==> src/rtl/freq_gen_pkg.sv <==
// Shared types and constants for the programmable square-wave generator.
package freq_gen_pkg;

  typedef enum logic [1:0] {
    IDLE,
    CONV,
    RUN
  } state_t;

  localparam int DIGITS  = 4;
  localparam int BCD_MAX = 9;

  // One spare bit so acc + 2*freq never overflows before the modulus compare.
  function automatic int acc_width(input int clk_hz);
    return $clog2(clk_hz) + 1;
  endfunction

endpackage

==> src/rtl/bcd_to_binary_seq.sv <==
// Sequential 4-digit BCD to binary converter, one digit per clock, MSB digit first.
module bcd_to_binary_seq
  import freq_gen_pkg::*;
#(
  parameter int BIN_W = 14
) (
  input  logic             clk,
  input  logic             rst,
  input  logic             start,
  input  logic [15:0]      bcd,
  output logic             busy,
  output logic             done,
  output logic             invalid,
  output logic [BIN_W-1:0] bin
);

  localparam logic [1:0] LAST_IDX = 2'(DIGITS - 1);
  localparam logic [3:0] MAX_DIG  = 4'(BCD_MAX);

  logic [15:0] digits;
  logic [1:0]  idx;
  logic [3:0]  digit;

  assign digit = digits[15:12];

  // done is a one-cycle strobe raised on the edge that consumes the last digit.
  always_ff @(posedge clk or posedge rst) begin
    if (rst) begin
      digits  <= '0;
      idx     <= '0;
      bin     <= '0;
      invalid <= 1'b0;
      busy    <= 1'b0;
      done    <= 1'b0;
    end else begin
      done <= 1'b0;
      if (start) begin
        digits  <= bcd;
        idx     <= '0;
        bin     <= '0;
        invalid <= 1'b0;
        busy    <= 1'b1;
      end else if (busy) begin
        bin     <= bin * BIN_W'(10) + BIN_W'(digit);
        invalid <= invalid | (digit > MAX_DIG);
        digits  <= {digits[11:0], 4'h0};
        idx     <= idx + 2'd1;
        if (idx == LAST_IDX) begin
          busy <= 1'b0;
          done <= 1'b1;
        end
      end
    end
  end

endmodule

==> src/rtl/frequency_generator.sv <==
// Phase-accumulator square-wave source driven by a BCD frequency request.
// Optional rising-edge strobe output Fx_Pulse when FREQ_GEN_PULSE_EN is defined.
module frequency_generator
  import freq_gen_pkg::*;
#(
  parameter int CLK_HZ = 100_000_000,
  parameter int BIN_W  = 14,
  parameter int ACC_W  = acc_width(CLK_HZ)
) (
  input  logic             Clk,
  input  logic             Rst,
  input  logic [15:0]      Freq_BCD,
  input  logic             Load,
  output logic             Fxout,
  output logic             Busy,
  output logic             Err,
  output logic [BIN_W-1:0] Freq_Active
`ifdef FREQ_GEN_PULSE_EN
  ,
  output logic             Fx_Pulse
`endif
);

  localparam int CMP_W = ((ACC_W > BIN_W) ? ACC_W : BIN_W) + 1;
  localparam logic [ACC_W:0] ACC_MOD = (ACC_W + 1)'(CLK_HZ);

  state_t            state;
  logic [ACC_W-1:0]  acc;
  logic [ACC_W:0]    sum;
  logic              wrap;
  logic              start;
  logic              too_fast;
  logic              conv_busy;
  logic              conv_done;
  logic              conv_invalid;
  logic [BIN_W-1:0]  conv_bin;

  bcd_to_binary_seq #(
    .BIN_W(BIN_W)
  ) u_conv (
    .clk    (Clk),
    .rst    (Rst),
    .start  (start),
    .bcd    (Freq_BCD),
    .busy   (conv_busy),
    .done   (conv_done),
    .invalid(conv_invalid),
    .bin    (conv_bin)
  );

  assign start    = Load && (state != CONV) && !conv_busy;
  assign sum      = {1'b0, acc} + (ACC_W + 1)'({Freq_Active, 1'b0});
  assign wrap     = (sum >= ACC_MOD);
  assign too_fast = CMP_W'({conv_bin, 1'b0}) > CMP_W'(CLK_HZ);

  // The accumulator keeps running through CONV; a commit overrides it below.
  always_ff @(posedge Clk or posedge Rst) begin
    if (Rst) begin
      state       <= IDLE;
      acc         <= '0;
      Fxout       <= 1'b0;
      Busy        <= 1'b0;
      Err         <= 1'b0;
      Freq_Active <= '0;
`ifdef FREQ_GEN_PULSE_EN
      Fx_Pulse    <= 1'b0;
`endif
    end else begin
`ifdef FREQ_GEN_PULSE_EN
      Fx_Pulse <= 1'b0;
`endif
      if (Freq_Active != '0) begin
        if (wrap) begin
          acc   <= ACC_W'(sum - ACC_MOD);
          Fxout <= ~Fxout;
`ifdef FREQ_GEN_PULSE_EN
          Fx_Pulse <= ~Fxout;
`endif
        end else begin
          acc <= ACC_W'(sum);
        end
      end

      case (state)
        IDLE, RUN: begin
          if (start) begin
            state <= CONV;
            Busy  <= 1'b1;
          end
        end
        CONV: begin
          if (conv_done) begin
            Busy <= 1'b0;
            if (conv_invalid || too_fast) begin
              Err   <= 1'b1;
              state <= (Freq_Active != '0) ? RUN : IDLE;
            end else begin
              // Fxout holds its level on commit so the switch produces no runt pulse.
              Err         <= 1'b0;
              Freq_Active <= conv_bin;
              acc         <= '0;
`ifdef FREQ_GEN_PULSE_EN
              Fx_Pulse    <= 1'b0;
`endif
              if (conv_bin == '0) begin
                state <= IDLE;
                Fxout <= 1'b0;
              end else begin
                state <= RUN;
                Fxout <= Fxout;
              end
            end
          end
        end
        default: state <= IDLE;
      endcase
    end
  end

endmodule

==> config.mk <==
export PLATFORM = sky130hd
export DESIGN_NAME = frequency_generator
export DESIGN_NICKNAME = d
export VERILOG_FILES = /design/src/rtl/freq_gen_pkg.sv /design/src/rtl/bcd_to_binary_seq.sv /design/src/rtl/frequency_generator.sv
export SDC_FILE = /design/constraint.sdc
export NUM_CORES = 1
export LEC_CHECK = 0
export CORE_MARGIN = 2
export CORE_UTILIZATION = 61
export DETAILED_ROUTE_END_ITERATION = 12
export GPL_TIMING_DRIVEN = 0
export HOLD_SLACK_MARGIN = 0.03
export MAX_ROUTING_LAYER = met4
export PLACE_DENSITY = 0.81
export SYNTH_ARGS = -nofsm -noshare
export SYNTH_HDL_FRONTEND = slang
export SYNTH_SLANG_ARGS = --single-unit
export TNS_END_PERCENT = 50
==> constraint.sdc <==
create_clock -name Clk -period 5.7 [get_ports Clk]
set_input_delay 1.71 -clock Clk [delete_from_list [all_inputs] [get_ports Clk]]
set_output_delay 1.71 -clock Clk [all_outputs]
set_load 0.01 [all_outputs]
==> impl_metrics.py <==
metrics = {
    "route": {
        "vias_per_cell": 6.41,
        "vias": 5700,
        "dr_wl_met2_mm": 8.26,
        "drt-total-wl_mm": 16.9,
        "met1Wirelength_mm": 6.90,
        "drt_iter0_markers": 341,
        "wl_met3_mm": 1.20,
        "first_pass_iters": 5,
        "drcViolationCount": 0,
        "ant_nets": 0,
        "wire_per_inst_um": 19.0,
        "top_layer": "met4",
    },
    "synthesis": {
        "synth_largest_area_cell": "dfrtp_1",
        "syn-num-nets": 765,
        "synthDistinctLibCells": 83,
        "synth_area_leaders": "dfrtp_1 (33%), ha_1 (7.8%), nand2_1 (6.7%)",
        "synthFlopType": "dfrtp_1",
        "synth_area_um2": 6220,
        "synth_seq_cells": 81,
        "async_reset_ff_frac": 1.00,
        "ys_warn_count": 0,
        "post-synth-top-area-fraction": 0.326,
        "synth.most_common_cell": "nand2_1",
        "ys_top_cells_by_count": "nand2_1 (111), dfrtp_1 (81), nor2_1 (48), o21ai_0 (44), ha_1 (39)",
        "avgSynthCellArea_um2": 8.84,
        "synth_cells": 704,
        "synth_enable_flop_cells": 0,
        "ys_seq_area_frac": 0.326,
    },
    "min_path": {
        "worstHoldStart": "Err",
        "min_to": "Err",
        "holdCritPathClass": "reg -> reg",
        "min_path_cells": 2,
    },
    "cts": {
        "clkSinkCount": 81,
        "cts_buffers": 9,
        "cts_hold_buffers": 0,
        "cts_tree": "done",
        "post_cts_resized": 0,
        "clkTransAtPathRegs_ns": 0.11,
        "cts_root_buf": "clkbuf_8",
        "cts_buffer_depth": 2,
        "clock_latency_ns": 0.39,
        "post_cts_buffers": 0,
        "htreeDepth": 3,
    },
    "timing": {
        "rsz0062_at_grt": "false",
        "clock-skew-final_ns": 0.0302,
        "fin_crit_ns": 4.67,
        "max_slew_margin": 0.497,
        "slew_violations": 0,
        "fin_setup_tns_ns": 0,
        "setup_violations": 0,
        "hold_viol_final": 0,
        "fmax_mhz": 214,
        "min_period_over_period": 0.819,
        "tightestPinTransition_ns": 0.748,
    },
    "placement": {
        "dp_hpwl_mm": 12.9,
        "gp_congestion": 0.973,
        "numPortBuffers": 35,
    },
    "finish": {
        "multi_input_area_um2": 3850,
        "diodes": 0,
        "area_growth_pct": 12.1,
        "regArea_um2": 2030,
        "fillers": 827,
        "num-nets-final": 812,
        "drive_gt1_frac": 0.101,
    },
    "die": {
        "die_height_um": 105,
        "rows": 36,
        "initial_utilization": 0.634,
        "core_area_um2": 9820,
        "die_area_um2": 11000,
        "chipWidth_um": 105,
        "ios": 36,
    },
    "setup_path": {
        "cp-start-kind": "flip-flop",
        "cp.required_ns": 6.02,
        "regToRegEndpoint": "acc[18]",
        "r2r-start": "Freq_Active[0]",
        "cp_max_fo": 10,
        "r2r_slack_ns": 1.03,
        "path_class": "reg -> reg",
        "rr_worst_depth": 15,
        "cp-end-kind": "flip-flop",
        "worst_ep_arrival_time_ns": 4.99,
    },
    "global_routing": {
        "grt_pass1_wl_mm": 27.9,
        "grt_pass1_vias": 5581,
        "grt_util_all_layers": 0.327,
        "grt_max_degree": 53,
        "antenna_found_initial": 0,
        "overflow": 0,
    },
    "run": {
        "maxCapViolCount": 0,
    },
    "run_status": {
        "status": "finished clean",
    },
}
-- metrics by stage --
step	worst slack, ns	std cells	utilization	instance area [µm²]	hold slack (ns)
finish	1.03	889	0.711	6980	0.490
CTS	1.09	889	0.711	6980	0.493
floorplan	1.62	704	-	6220	0.444
global route	0.812	889	0.711	6980	0.518
detailed placement	1.11	873	0.689	6770	0.471
global placement	0.630	872	0.686	6740	0.465
-- area by class of cell --
cell class | instances | area share
multi-input cells | 559 | 0.552
flip-flops and latches | 81 | 0.290
repair buffers | 36 | 0.0541
plain buffers | 35 | 0.0339
well taps | 133 | 0.0238
clock buffers | 9 | 0.0177
inverters | 29 | 0.0160
clock inverters | 7 | 0.0122
-- per-layer routing --
metal	vias to the layer above	global-route usage
li1	2676	-
met1	2773	0.414
met2	212	0.525
met3	39	0.0555
met4	0	0.131
met5	-	-
-- flip-flops by register name, indices dropped and copies added, names as in the netlist --
signal,count
Busy,1
Err,1
Freq_Active,14
Fxout,1
acc,27
state,2
u_conv.bin,14
u_conv.busy,1
u_conv.digits,16
u_conv.done,1
u_conv.idx,2
u_conv.invalid,1
-- cell families after synthesis --
kind of cell             after synthesis  synth area share
AO/OA/AOI/OAI                        205             0.251
XOR/XNOR                              36            0.0529
adder cells (fa/ha/maj)               42            0.0881
buffers and inverters                 64            0.0555
flip-flops                            81             0.326
multiplexers                          12            0.0195
AND/OR/NAND/NOR                      264             0.208
-- cells in the final DEF (no fill, tap or decap), types with 17 or more instances in the layout --
master           instances
nand2_1                111
dfrtp_1                 81
nor2_1                  48
o21ai_0                 44
ha_1                    39
a21oi_1                 38
clkdlybuf4s50_1         35
inv_1                   28
xnor2_1                 24
clkbuf_1                17
-- worst max-delay path by stage --
stage                         from       to  slack (ns)  cells past startpoint
finish              Freq_Active[0]  acc[18]        1.03                     15
CTS                 Freq_Active[0]  acc[18]        1.09                     15
detailed placement  Freq_Active[0]  acc[18]        1.11                     15
global placement               Rst   acc[7]        0.63                      2
floorplan           Freq_Active[0]  acc[21]        1.62                     14
global route        Freq_Active[0]  acc[18]        0.81                     15
-- critical path: stages (launching register included) --
cell      delay [ns]
dfrtp_1         0.45
ha_1            0.27
fa_1            0.43
a211o_1         0.39
a21o_4          0.25
a31oi_1         0.20
xor2_1          0.31
ha_1            0.21
nand4b_1        0.11
or4_1           0.61
a211oi_2        0.38
o211ai_4        0.16
buf_6           0.19
a21oi_1         0.20
mux2i_1         0.24
mux2i_1         0.20
Power is left out: the tool's default activity adds up to more than one toggle a clock period on the data nets, which glitch-free logic cannot reach.
